[config.mk]
export PLATFORM = sky130hd
export DESIGN_NAME = pipe_hazard_ctrl
export DESIGN_NICKNAME = d
export VERILOG_FILES = /design/src/rtl/pipe_hazard_ctrl.sv
export SDC_FILE = /design/constraint.sdc
export NUM_CORES = 1
export LEC_CHECK = 0
export ABC_AREA = 1
export BUFFER_PORTS_ARGS = -buffer_cell sky130_fd_sc_hd__buf_2
export CORE_MARGIN = 1
export CORE_UTILIZATION = 47
export DETAILED_ROUTE_END_ITERATION = 6
export PLACE_DENSITY = 0.85
export REMOVE_ABC_BUFFERS = 1
export SLEW_MARGIN = 5
export SYNTH_ARGS = -nofsm -noshare
export SYNTH_HDL_FRONTEND = slang
export SYNTH_SLANG_ARGS = --single-unit
[constraint.sdc]
create_clock -name clk -period 1.3 [get_ports clk]
set_input_delay 0.26 -clock clk [delete_from_list [all_inputs] [get_ports clk]]
set_output_delay 0.26 -clock clk [all_outputs]
set_load 0.01 [all_outputs]
[src/rtl/pipe_hazard_ctrl.sv]
`default_nettype none
// ============================================================================
// Module      : pipe_hazard_ctrl
// Description : ID-stage hazard/forwarding controller for a 5-stage pipeline.
//               Optional performance counters enabled by HAZARD_PERF_CNT_EN.
// Revision    : 1.0 - initial release
// ============================================================================
module pipe_hazard_ctrl #(
    parameter int REG_ADDR_W = 5,
    parameter int ZERO_REG   = 1,
    parameter int WB_BYPASS  = 1,
    parameter int CNT_W      = 32
) (
    input  logic                  clk,
    input  logic                  rst_n,
    input  logic                  d_valid,
    input  logic [REG_ADDR_W-1:0] d_rs,
    input  logic [REG_ADDR_W-1:0] d_rt,
    input  logic                  d_use_rs,
    input  logic                  d_use_rt,
    input  logic                  d_wreg,
    input  logic                  d_m2reg,
    input  logic [REG_ADDR_W-1:0] d_dest,
    input  logic                  flush,
    output logic                  stall,
    output logic                  e_valid,
    output logic                  m_valid,
    output logic                  w_valid,
    output logic [2:0]            fwd_a,
    output logic [2:0]            fwd_b
`ifdef HAZARD_PERF_CNT_EN
    ,
    output logic [CNT_W-1:0]      stall_cnt,
    output logic [CNT_W-1:0]      flush_cnt
`endif
);

    localparam logic [2:0] c_sel_rf  = 3'd0;
    localparam logic [2:0] c_sel_exe = 3'd1;
    localparam logic [2:0] c_sel_mr  = 3'd2;
    localparam logic [2:0] c_sel_mdo = 3'd3;
    localparam logic [2:0] c_sel_wb  = 3'd4;

    logic                  r_e_valid, r_e_wreg, r_e_m2reg;
    logic                  r_m_valid, r_m_wreg, r_m_m2reg;
    logic                  r_w_valid, r_w_wreg;
    logic [REG_ADDR_W-1:0] r_e_dest, r_m_dest, r_w_dest;

    logic [3:0] w_res_a, w_res_b;
    logic       w_stall;
    logic       w_accept;

    function automatic logic stage_hit(input logic v, input logic wr,
                                       input logic [REG_ADDR_W-1:0] dest,
                                       input logic [REG_ADDR_W-1:0] src,
                                       input logic use_x);
        return v & wr & use_x & (dest == src) & ~((ZERO_REG != 0) && (src == '0));
    endfunction

    // Result bit 3 flags a load-use hazard; bits 2:0 are the operand select.
    function automatic logic [3:0] resolve(input logic [REG_ADDR_W-1:0] src,
                                           input logic use_x);
        logic [3:0] r;
        r = {1'b0, c_sel_rf};
        if (stage_hit(r_e_valid, r_e_wreg, r_e_dest, src, use_x))
            r = r_e_m2reg ? {1'b1, c_sel_rf} : {1'b0, c_sel_exe};
        else if (stage_hit(r_m_valid, r_m_wreg, r_m_dest, src, use_x))
            r = {1'b0, (r_m_m2reg ? c_sel_mdo : c_sel_mr)};
        else if (stage_hit(r_w_valid, r_w_wreg, r_w_dest, src, use_x))
            r = {1'b0, ((WB_BYPASS != 0) ? c_sel_wb : c_sel_rf)};
        return r;
    endfunction

    always_comb begin
        w_res_a  = resolve(d_rs, d_use_rs);
        w_res_b  = resolve(d_rt, d_use_rt);
        w_stall  = d_valid & ~flush & (w_res_a[3] | w_res_b[3]);
        w_accept = d_valid & ~w_stall & ~flush;
        fwd_a    = (d_valid & ~w_stall) ? w_res_a[2:0] : c_sel_rf;
        fwd_b    = (d_valid & ~w_stall) ? w_res_b[2:0] : c_sel_rf;
    end

    assign stall   = w_stall;
    assign e_valid = r_e_valid;
    assign m_valid = r_m_valid;
    assign w_valid = r_w_valid;

    // Shadow pipeline: a rejected or absent decode becomes a fully cleared bubble.
    always_ff @(posedge clk or negedge rst_n) begin
        if (!rst_n) begin
            r_e_valid <= 1'b0;
            r_e_wreg  <= 1'b0;
            r_e_m2reg <= 1'b0;
            r_e_dest  <= '0;
            r_m_valid <= 1'b0;
            r_m_wreg  <= 1'b0;
            r_m_m2reg <= 1'b0;
            r_m_dest  <= '0;
            r_w_valid <= 1'b0;
            r_w_wreg  <= 1'b0;
            r_w_dest  <= '0;
        end else begin
            r_e_valid <= w_accept;
            r_e_wreg  <= w_accept & d_wreg;
            r_e_m2reg <= w_accept & d_m2reg;
            r_e_dest  <= w_accept ? d_dest : '0;
            r_m_valid <= r_e_valid;
            r_m_wreg  <= r_e_wreg;
            r_m_m2reg <= r_e_m2reg;
            r_m_dest  <= r_e_dest;
            r_w_valid <= r_m_valid;
            r_w_wreg  <= r_m_wreg;
            r_w_dest  <= r_m_dest;
        end
    end

`ifdef HAZARD_PERF_CNT_EN
    logic [CNT_W-1:0] r_stall_cnt, r_flush_cnt;

    always_ff @(posedge clk or negedge rst_n) begin
        if (!rst_n) begin
            r_stall_cnt <= '0;
            r_flush_cnt <= '0;
        end else begin
            if (w_stall && (r_stall_cnt != '1))
                r_stall_cnt <= r_stall_cnt + 1'b1;
            if (flush && d_valid && (r_flush_cnt != '1))
                r_flush_cnt <= r_flush_cnt + 1'b1;
        end
    end

    assign stall_cnt = r_stall_cnt;
    assign flush_cnt = r_flush_cnt;
`else
    logic w_unused_cnt_w;
    assign w_unused_cnt_w = |CNT_W;
`endif

endmodule
`default_nettype wire

# After elaboration in Yosys (flattened, before gate mapping)
# Index checks and enable logic that the tools add are counted.
[totals] input_bits=23 word_cells=62 out_inout_bits=10 reg_bits=23
[op_classes] eq_ne=6 reduce_logical=2 n_mux=11 n_bitwise=32
[ops] operator="5-bit == test" n=6
[ops] operator="1-bit bitwise AND" n=27
[ops] operator="3-bit two-way mux" n=6
[ops] operator="4-bit two-way mux" n=3
[ops] operator="5-bit logical NOT" n=2
[ops] operator="5-bit two-way mux" n=1
[ops] operator="1-bit inverter" n=4
[ops] operator="1-bit two-way mux" n=1
[ops] operator="1-bit bitwise OR" n=1

# Longest topological paths before layout
[logic_depth] word_depth=13 depth_mapped=11 mapped_depth_nobuf=11

# Worst setup path after synthesis
# OpenSTA, ideal clock, no wires.
[synth_timing] path_type="register to output" from="register r_e_dest[0]" to="output fwd_a[1]" arrival_time_ns=1.124 stages_incl_launch_ff=12 n_path_buf=0 path_slack_ns=-0.084 path_cell_list="dfrtp_1 > inv_1 > nand2_1 > nand2_1 > clkinv_1 > nand2_1 > nor2_2 > nand3_2 > nand2_2 > nand2_4 > nand3_2 > nor2_1"
[synth_between] elab_chain_cells=9 word_cells_on_any_way=13
[synth_rtl] item="start: declaration" line="47" source="logic [REG_ADDR_W-1:0] r_e_dest, r_m_dest, r_w_dest;"
[synth_rtl] item="start signal: assignment" line="106" source="r_e_dest <= w_accept ? d_dest : '0;"
[synth_rtl] item="5-bit == test" line="57" source="return v & wr & use_x & (dest == src) & ~((ZERO_REG != 0) && (src == '0));"
[synth_rtl] item="1-bit bitwise AND (2 in a row)" line="57"
[synth_rtl] item="4-bit two-way mux" line="65" source="if (stage_hit(r_e_valid, r_e_wreg, r_e_dest, src, use_x))"
[synth_rtl] item="1-bit bitwise OR" line="77" source="w_stall = d_valid & ~flush & (w_res_a[3] | w_res_b[3]);"
[synth_rtl] item="1-bit bitwise AND" line="77"
[synth_rtl] item="1-bit inverter" line="79" source="fwd_a = (d_valid & ~w_stall) ? w_res_a[2:0] : c_sel_rf;"
[synth_rtl] item="1-bit bitwise AND" line="79"
[synth_rtl] item="3-bit two-way mux (*)" line="79"
[synth_rtl] item="end: declaration" line="29" source="output logic [2:0] fwd_a,"
# Mark *: on every way between the ends. The rest lies on a longest branch, timed or not.

# Worst setup path after layout
[layout_timing] from="register r_e_dest[2]" to="output fwd_a[1]"
# The elaborated chain is that of the path after synthesis.

==> impl_metrics.json <==
{
  "drc": 0,
  "regToRegEndpoint": "r_e_dest[1]",
  "hold_path_class": "primary input to flip-flop",
  "power_mw": 1.34,
  "period_share_pct": 150,
  "drive_gt1_share_pct": 37.2,
  "ys_warn_count": 0,
  "via_per_inst": 4.70,
  "fin_ws_ps": -645,
  "netlist_instances": 181,
  "yosys.area.top_type_share_pct": 42.4,
  "routed_wl_microns": 2950,
  "stdcell_count": 265,
  "n_antenna_cell": 0,
  "final_area_sq_um": 1740,
  "syn_avg_cell_area_sq_um": 7.50,
  "grt_max_degree": 24,
  "p_leak_nw": 0.964,
  "ys_ff_latch": 23,
  "fmax_mhz": 514,
  "crit_type": "flip-flop to output pin",
  "ys.flop_type": "dfrtp_1",
  "rows": 19,
  "clock_path_buffers": 2,
  "yosysMostFrequentCell": "nand2_1",
  "slew_violations": 0,
  "clkLatencyLatePin_ps": 310,
  "violations": "negative setup slack",
  "synth_edf_count": 0,
  "vias": 1245,
  "period_minus_slack_ps": 1950,
  "ant_nets": 0,
  "grt_pass1_wl_microns": 4690,
  "die_y_microns": 55.7,
  "max_cap_viol_count": 0,
  "clock_skew_ps": 12.3,
  "rsz0062_at_grt": "true",
  "wire_per_inst_microns": 11.1,
  "powerDensity_nw_per_um2": 773,
  "fp.dieW_microns": 55.7,
  "startpoint": "r_e_dest[2]",
  "crit_fanout": 4,
  "ff_latch_area_sq_um": 577,
  "area_growth_syn_to_layout_pct": 27.8,
  "final_nets": 258,
  "placedCellCount": 257,
  "synth_commonest_cells": "nand2_1, inv_1, nor2_1, dfrtp_1, xnor2_1",
  "status": "finished with violations",
  "start_util_pct": 49.2,
  "required_ps": 1040,
  "cts_tree": "yes",
  "setup_viol": 15,
  "postPlaceCellArea_sq_um": 1650,
  "clock-sinks": 23,
  "placeableCoreArea_sq_um": 2760,
  "r2r_setup_slack_ps": -350,
  "overflow": 0,
  "ir_drop_mv": 0.768,
  "ff2ff_path_depth": 11,
  "r2r-start": "r_e_dest[2]",
  "dp_hpwl_microns": 2390,
  "cp-start-kind": "flip-flop",
  "finalHoldViolCount": 0,
  "io_buffers": 32,
  "top_regs": "r_e_dest (5), r_m_dest (5), r_w_dest (5)",
  "cts-htree-levels": 1,
  "routabilityCongestion": 0.900,
  "worstSetupEndpointType": "output pin",
  "cp-endpoint": "fwd_a[1]",
  "fillCellCount": 252,
  "firstDrtPassIters": 4,
  "cts-root-buf": "clkbuf_4",
  "cp.arrival_ps": 1690,
  "ios": 33,
  "track_usage_pct": 20.0,
  "netlist_area_sq_um": 1360,
  "cts_buffers": 3,
  "grt_pass1_vias": 1104,
  "synth_cell_types": 21,
  "clk_pin_slew_ps": 130,
  "netlist_top_cells_area": "dfrtp_1, nand2_1, xnor2_1, inv_1, nor2_1",
  "multiInputGateArea_sq_um": 674,
  "die_area_sq_um": 3110,
  "drt_iter0_markers": 58,
  "seq_area_frac_synth_pct": 42.4,
  "worst-slew-pin-transition_ps": 511,
  "postSynth.asyncResetShare_pct": 100,
  "slew_headroom_pct": 65.9,
  "antenna_found_initial": 0,
  "synth_top_area_cell": "dfrtp_1"
}
-- worst min-delay path by stage --
stage / to / depth (start not counted) / slack (ps) / from
2_1_floorplan: e_valid / 0 / -40 / rst_n
3_3_place_gp: r_e_m2reg / 1 / 250 / rst_n
3_5_place_dp: r_e_m2reg / 1 / 250 / rst_n
4_1_cts: r_e_wreg / 3 / 120 / d_wreg
5_1_grt: r_e_dest[4] / 3 / 120 / d_dest[4]
6_report: r_e_wreg / 3 / 130 / d_wreg
-- cells in the final DEF, fill, tap and decap left out --
master	n
a21oi_1	3
and2_1	1
buf_2	32
buf_4	16
clkbuf_4	3
clkinv_1	1
clkinv_2	1
dfrtp_1	22
dfrtp_2	1
dlygate4sd3_1	1
inv_1	22
inv_2	11
nand2_1	50
nand2_2	4
nand2_4	2
nand3_1	7
nand3_2	6
nand4_1	2
nor2_1	20
nor2_2	8
nor2_4	1
nor3_2	2
nor3b_1	1
o211ai_1	2
xnor2_1	11
xor2_1	4
-- per-layer routing --
layer  wire, microns  vias to the layer above  GRT usage (%)
met2            1370                       32           31.8
met3             144                        2           4.65
met5               0                        -              0
met1            1420                      564           27.1
met4              15                        0           6.07
li1                -                      647              -
-- stage by stage --
step | hold WS (ps) | setup slack, ps | TNS (ps) | utilization (%)
3_5_place_dp | 250 | -322 | -3270 | 60.0
2_1_floorplan | -35.6 | -83.5 | -537 | -
3_3_place_gp | 247 | -285 | -2830 | 60.0
6_report | 133 | -645 | -7120 | 62.9
4_1_cts | 124 | -606 | -5720 | 62.0
5_1_grt | 118 | -754 | -8690 | 62.9
-- worst max-delay path: stages (launching register included) --
cell and delay (ps):
dfrtp_2 460, inv_2 60, nand2_1 50, nand2_1 60
nand2_1 70, nor2_2 150, nand3_2 110, nand2_2 100
nand2_4 70, nand3_2 70, nor2_1 50, buf_2 130
-- what timing repair did --
| item | 4_1_cts | 5_1_grt |
|---|---|---|
| setup buffers | 2 | 1 |
| hold endpoints to repair | 23 | 0 |
| hold buffers | 1 | 0 |
| resized for setup | 1 | 9 |
| pin swaps | 7 | 7 |
| endpoints found under the setup margin | 15 | 15 |
-- area by class of cell --
type                    instances  share of cell area (%)
inverters                      34                    7.35
multi-input cells             124                    38.9
well taps                      31                    2.24
flip-flops and latches         23                    33.2
clock buffers                   3                    1.30
repair buffers                 49                    16.7
clock inverters                 1                   0.288
-- kinds of logic after synthesis --
logic type / synth area share, %
AND/OR/NAND/NOR: 36.3
flip-flops: 42.4
XOR/XNOR: 9.68
buffers and inverters: 9.40
AO/OA/AOI/OAI: 2.21
-- power breakdown --
group / internal, mW / switching [mW]
clock: 0.115 / 0.209
sequential: 0.744 / 0.0268
combinational: 0.109 / 0.138
(Power assumes the default switching activity.)
